===== config.mk =====
export PLATFORM = sky130hd
export DESIGN_NAME = fifo_to_axis
export DESIGN_NICKNAME = d
export VERILOG_FILES = /design/src/rtl/fifo_to_axis_pkg.sv /design/src/rtl/axis_out_buf.sv /design/src/rtl/fifo_to_axis.sv
export SDC_FILE = /design/constraint.sdc
export NUM_CORES = 2
export LEC_CHECK = 0
export ABC_CLOCK_PERIOD_IN_PS = 7100
export BUFFER_PORTS_ARGS = -buffer_cell sky130_fd_sc_hd__buf_2
export CORE_UTILIZATION = 30
export CTS_CLUSTER_SIZE = 8
export DETAILED_ROUTE_END_ITERATION = 8
export PLACE_DENSITY = 0.56
export REMOVE_ABC_BUFFERS = 1
export SKIP_CTS_REPAIR_TIMING = 1
export SYNTH_ARGS = -nofsm -noshare
export SYNTH_HDL_FRONTEND = slang
export SYNTH_SLANG_ARGS = --single-unit

===== constraint.sdc =====
create_clock -name axi_aclk -period 7.1 [get_ports axi_aclk]
set_clock_uncertainty 0.2 [all_clocks]
set_input_delay 1.42 -clock axi_aclk [delete_from_list [all_inputs] [get_ports axi_aclk]]
set_output_delay 1.42 -clock axi_aclk [all_outputs]
set_load 0.005 [all_outputs]

===== src/rtl/fifo_to_axis_pkg.sv =====
// Shared definitions for the packet FIFO format: state encodings and header
// field placement, used by both the FIFO writer and the AXI Stream reader.
package fifo_to_axis_pkg;

  localparam logic [0:0] ST_HDR  = 1'b0;
  localparam logic [0:0] ST_DATA = 1'b1;

  localparam int HDR_FIELD_W = 64;
  localparam int TUSER_LO    = 0;
  localparam int TS_LO       = 64;

endpackage


===== src/rtl/axis_out_buf.sv =====
// Two-entry skid buffer with registered outputs: a beat accepted in one cycle
// is presented on the next, and a full beat per cycle flows while out_ready holds.
module axis_out_buf #(
  parameter int W = 8
) (
  input  logic         axi_aclk,
  input  logic         axi_aresetn,
  input  logic         in_valid,
  input  logic [W-1:0] in_data,
  output logic         in_ready,
  output logic         out_valid,
  output logic [W-1:0] out_data,
  input  logic         out_ready
);

  logic         skid_valid;
  logic [W-1:0] skid_data;

  // Readiness depends only on registered state, so the upstream pop never
  // waits on a combinational path from m_axis_tready.
  assign in_ready = !skid_valid;

  // NOTE: the payload registers are reset too, because the stream outputs are
  // required to read as zero during reset, not merely be qualified by tvalid.
  always_ff @(posedge axi_aclk or negedge axi_aresetn) begin
    if (!axi_aresetn) begin
      out_valid  <= 1'b0;
      out_data   <= '0;
      skid_valid <= 1'b0;
      skid_data  <= '0;
    end else if (!out_valid || out_ready) begin
      if (skid_valid) begin
        out_valid  <= 1'b1;
        out_data   <= skid_data;
        skid_valid <= 1'b0;
      end else begin
        out_valid <= in_valid;
        if (in_valid) out_data <= in_data;
      end
    end else if (in_valid && !skid_valid) begin
      skid_valid <= 1'b1;
      skid_data  <= in_data;
    end
  end

endmodule


===== src/rtl/fifo_to_axis.sv =====
// Reads header/data words from a first-word-fall-through FIFO and emits them
// as AXI Stream packets, tagging every beat with the header's tuser field.
module fifo_to_axis
  import fifo_to_axis_pkg::*;
#(
  parameter int C_M_AXIS_DATA_WIDTH  = 256,
  parameter int C_M_AXIS_TUSER_WIDTH = 128,
  parameter int FIFO_DATA_WIDTH      = C_M_AXIS_DATA_WIDTH + C_M_AXIS_DATA_WIDTH / 8
) (
  input  logic                             axi_aclk,
  input  logic                             axi_aresetn,
  input  logic [FIFO_DATA_WIDTH-1:0]       fifo_dout,
  input  logic                             fifo_empty,
  output logic                             fifo_rd_en,
  output logic [C_M_AXIS_DATA_WIDTH-1:0]   m_axis_tdata,
  output logic [C_M_AXIS_DATA_WIDTH/8-1:0] m_axis_tstrb,
  output logic [C_M_AXIS_TUSER_WIDTH-1:0]  m_axis_tuser,
  output logic                             m_axis_tvalid,
  input  logic                             m_axis_tready,
  output logic                             m_axis_tlast,
  output logic [63:0]                      pkt_timestamp,
  output logic [31:0]                      pkt_count,
  output logic [15:0]                      err_count
);

  localparam int DATA_W  = C_M_AXIS_DATA_WIDTH;
  localparam int STRB_W  = C_M_AXIS_DATA_WIDTH / 8;
  localparam int TUSER_W = C_M_AXIS_TUSER_WIDTH;
  localparam int BEAT_W  = TUSER_W + 1 + STRB_W + DATA_W;
  localparam logic [STRB_W-1:0] STRB_ONE = STRB_W'(1);

  logic [0:0]         state;
  logic [TUSER_W-1:0] tuser_q;
  logic [63:0]        ts_q;

  logic [STRB_W-1:0]  enc;
  logic               enc_onehot;
  logic               beat_last;
  logic               malformed;
  logic [STRB_W-1:0]  beat_strb;

  logic               hdr_pop;
  logic               data_pop;
  logic               buf_in_ready;
  logic [BEAT_W-1:0]  buf_out;

  assign enc = fifo_dout[DATA_W +: STRB_W];

  // NOTE: every signal assigned here gets a default first so that no path
  // leaves it unassigned and no latch is inferred.
  always_comb begin
    enc_onehot = 1'b0;
    beat_strb  = '1;
    beat_last  = 1'b0;
    malformed  = 1'b0;
    if (enc != '0) begin
      enc_onehot = (enc & (enc - STRB_ONE)) == '0;
      beat_last  = 1'b1;
      malformed  = !enc_onehot;
      // One-hot bit k marks the final valid byte; bytes [k:0] are kept.
      if (enc_onehot) beat_strb = (enc << 1) - STRB_ONE;
    end
  end

  // Gated by reset as well so the pop strobe reads low while held in reset.
  assign fifo_rd_en = axi_aresetn && !fifo_empty && ((state == ST_HDR) || buf_in_ready);
  assign hdr_pop    = fifo_rd_en && (state == ST_HDR);
  assign data_pop   = fifo_rd_en && (state == ST_DATA);

  // NOTE: sequential state uses non-blocking assignments only, so every
  // register samples the pre-edge values regardless of statement order.
  always_ff @(posedge axi_aclk or negedge axi_aresetn) begin
    if (!axi_aresetn) begin
      state     <= ST_HDR;
      tuser_q   <= '0;
      ts_q      <= '0;
      err_count <= '0;
    end else begin
      if (hdr_pop) begin
        state   <= ST_DATA;
        tuser_q <= TUSER_W'(fifo_dout[TUSER_LO +: HDR_FIELD_W]);
        ts_q    <= fifo_dout[TS_LO +: HDR_FIELD_W];
      end
      if (data_pop && beat_last) state <= ST_HDR;
      if (data_pop && malformed && (err_count != 16'hFFFF)) err_count <= err_count + 16'd1;
    end
  end

  always_ff @(posedge axi_aclk or negedge axi_aresetn) begin
    if (!axi_aresetn) begin
      pkt_count <= '0;
    end else if (m_axis_tvalid && m_axis_tready && m_axis_tlast) begin
      pkt_count <= pkt_count + 32'd1;
    end
  end

  assign pkt_timestamp = ts_q;

  axis_out_buf #(
    .W (BEAT_W)
  ) u_out_buf (
    .axi_aclk    (axi_aclk),
    .axi_aresetn (axi_aresetn),
    .in_valid    (data_pop),
    .in_data     ({tuser_q, beat_last, beat_strb, fifo_dout[DATA_W-1:0]}),
    .in_ready    (buf_in_ready),
    .out_valid   (m_axis_tvalid),
    .out_data    (buf_out),
    .out_ready   (m_axis_tready)
  );

  assign {m_axis_tuser, m_axis_tlast, m_axis_tstrb, m_axis_tdata} = buf_out;

endmodule


==> results.md <==
- Kind of critical path: in -> reg
- Vias in the first global route: 27200
- Core area: 122000 µm²
- Clk buf depth: 3
- Number of enable flip-flop cells after synthesis: 0
- Sequential share of the synthesized area: 59.6%
- Post-detail-place hpwl: 67.4 mm
- HP Class: reg -> reg
- IR drop worst, VDD: 0.213 mV
- Yosys cell types: 45
- FFs w/ async S/R, synth: 100%
- Final GP Congestion: 0.849
- Crit path capture type: register
- Most used DFF post-synth: dfrtp_1
- Crit path DAT: 5.94 ns
- Max-slew headroom: 21.9%
- Wirelength per Cell: 17.0 µm
- CTS Buf Count: 121
- Final worst-path cycle share: 78.4%
- Maximum Capacitance Violations: 0
- Hold Vio Cnt, Final: 0
- Die area: 125000 µm²
- Hold slack final: 0.267 ns
- CTS Sinks: 885
- Mapped Cells: 3635
- CTS tree: done
- Routed vias: 27500
- Worst skew pair latency: 0.70 ns
- Worst-margin pin slew: 1.17 ns
- #FFs+latches synth: 885
- Internal power: 11.7 mW
- Routed Antenna Nets: 0
- # fillers: 12300
- Clock Pin Slew Worst Setup and Hold Paths: 0.05 ns
- Post-Syn Area: 37200 µm²
- RSZ-0062 raised after global routing: false
- Pin count of the biggest net entering global routing: 190
- Final #Nets: 4675
- Clock root buffer: clkbuf_16
- P_sw: 5.13 mW
- Remaining global-route overflow: 0
- Initial core utilization: 30.4%
- First-pass DRT Iterations: 5
- R2R Setup Slk: 3.64 ns
- Global-route wire length before repair: 161 mm
- Logic pwr share: 21.7%
- Maximum clock frequency: 0.180 GHz
- Switch share: 30.5%
- Initial antenna violation count: 10
- Vias per cell: 4.60
- Final wirelength: 102 mm
- Clock power share: 30.7%
- Die width: 354 µm
- GR Util All Layers: 15.9%
- Final setup fails: 0
- Die height: 354 µm
- Req. time, crit path: 7.47 ns
- Leakage Power: 22.2 nW
- Status: complete, no violations
- Yosys warning total: 0
- Min Tclk post-route: 5.56 ns
- P&R area growth vs syn: 23.2%
- CP Max Fanout: 6
- Max Transition Viols Final: 0
- Iter 0 DRT Violations: 1677
- Design Power: 16.8 mW
- Remaining DRCs: 0
- Reg power frac: 47.6%
- Share of layout cells above drive strength 1: 24.9%
- Total power divided by cell area: 367 nW/µm²
- PortBufs: 758
- Startpoint types: input port
- Row cnt: 128
- Avg Inst Size Synth: 10.2 µm²
- Number of I/O pins: 823
- H-Tree Depth: 3
-- area by class of cell --
type	instances	area [µm²]	area share, %
antenna	5	12.5	0.0273
clock buffer	125	3050	6.67
clock inverter	9	190	0.415
inverter	6	22.5	0.0492
multi-input combinational	2530	14000	30.5
sequential	885	22200	48.4
tap	1625	2030	4.44
timing repair buffer	806	4380	9.56
-- synth_stat cells, types with 2 or more instances --
cell | count | share of area [%]
nor2_1 | 81 | 0.82
buf_4 | 65 | 1.3
nand2_1 | 1316 | 13
nand2b_1 | 8 | 0.13
buf_6 | 3 | 0.091
and3_1 | 9 | 0.15
nand4_1 | 11 | 0.19
or3_4 | 2 | 0.061
or2_2 | 4 | 0.067
buf_2 | 3 | 0.040
mux2_2 | 131 | 4.0
nand4b_1 | 2 | 0.047
or3_1 | 9 | 0.15
nor2b_1 | 4 | 0.067
a21oi_1 | 35 | 0.47
nand3b_1 | 2 | 0.040
a211oi_1 | 31 | 0.63
and2_1 | 5 | 0.084
xor2_1 | 9 | 0.21
o21ai_0 | 322 | 4.3
nand3_1 | 26 | 0.35
or4_1 | 4 | 0.081
and4_1 | 3 | 0.071
inv_1 | 5 | 0.050
buf_1 | 15 | 0.15
nor4_1 | 13 | 0.22
xnor2_1 | 35 | 0.82
nor3_1 | 40 | 0.54
clkbuf_1 | 191 | 1.9
mux2i_1 | 320 | 8.6
dfrtp_1 | 885 | 60
ha_1 | 33 | 1.1
-- power groups by stage --
stage,logic (mW),registers (mW),clock network [mW]
floorplan,1.89,8.03,0
global placement,3.64,8.01,0
detailed placement,3.72,8.09,0
CTS,3.73,8.02,5.33
global route,4.17,8.27,5.54
finish,3.65,8.01,5.16
-- registers in the layout, indices dropped and copies added (netlist names) --
signal and flops:
u_out_buf.skid_valid 1, u_out_buf.out_valid 1, pkt_timestamp 64, err_count 16, tuser_q 64, pkt_count 32, u_out_buf.out_data 353, state 1
u_out_buf.skid_data 353
-- critical path, stage by stage --
cell and delay (ns):
buf_2 0.13, nor4_1 0.69, nand4_1 0.45, or2_2 0.44, nor4_1 0.50, inv_1 0.10, ha_1 0.21, nor4_1 0.31
nand2_1 0.10, or4_1 0.67, o31ai_2 0.27, and2_1 0.29, nor3_1 0.10, mux2_2 0.27
-- kinds of logic after synthesis --
kind of cell / after synthesis / share of synthesized area, %
AOI/OAI and AO/OA: 393 / 5.55
DFF: 885 / 59.6
other: 1 / 0.0101
buffers and inverters: 283 / 3.58
muxes: 451 / 12.6
and+or+nand+nor: 1545 / 16.6
adders and majority gates: 33 / 1.11
xor gates and xnor gates: 44 / 1.04
-- final timing paths --
path / startpoint / end / cells past startpoint
worst max-delay path: fifo_dout[259] / err_count[14] / 14
max in group asynchronous: axi_aresetn / u_out_buf.skid_data[337] / 3
worst min register to register: u_out_buf.out_data[180] / u_out_buf.out_data[180] / 2
min in group asynchronous: axi_aresetn / pkt_count[31] / 1
worst max register to register: u_out_buf.skid_valid / u_out_buf.out_data[144] / 4
worst min-delay path: u_out_buf.out_data[180] / u_out_buf.out_data[180] / 2
-- layout by cell type (no fill, tap or decap), types with 40 or more instances in the layout --
cell,netlist,layout
nand2_1,1316,1315
dfrtp_1,885,884
buf_2,3,757
o21ai_0,322,322
mux2i_1,320,320
mux2_2,131,131
clkbuf_16,0,121
nor2_1,81,78
conb_1,1,64
nor3_1,40,40
-- metal layers --
layer | global-route usage [%] | wire length (µm)
met1 | 20.0 | 42700
met2 | 26.7 | 50000
met3 | 3.50 | 5620
met4 | 6.09 | 3270
met5 | 0 | 54
-- through the flow --
stage | util, % | setup slack [ns] | setup TNS [ns] | cells | instance area (µm²)
2_1_floorplan | - | -15.75 | -8015.46 | 3421 | 36100
3_3_place_gp | 34.8 | 0.975 | 0 | 5852 | 42500
3_5_place_dp | 34.8 | 0.915 | 0 | 5852 | 42500
4_1_cts | 37.4 | 1.67 | 0 | 5986 | 45800
5_1_grt | 37.4 | 1.28 | 0 | 5991 | 45800
6_report | 37.4 | 1.54 | 0 | 5991 | 45800
(Power assumes the default switching activity.)
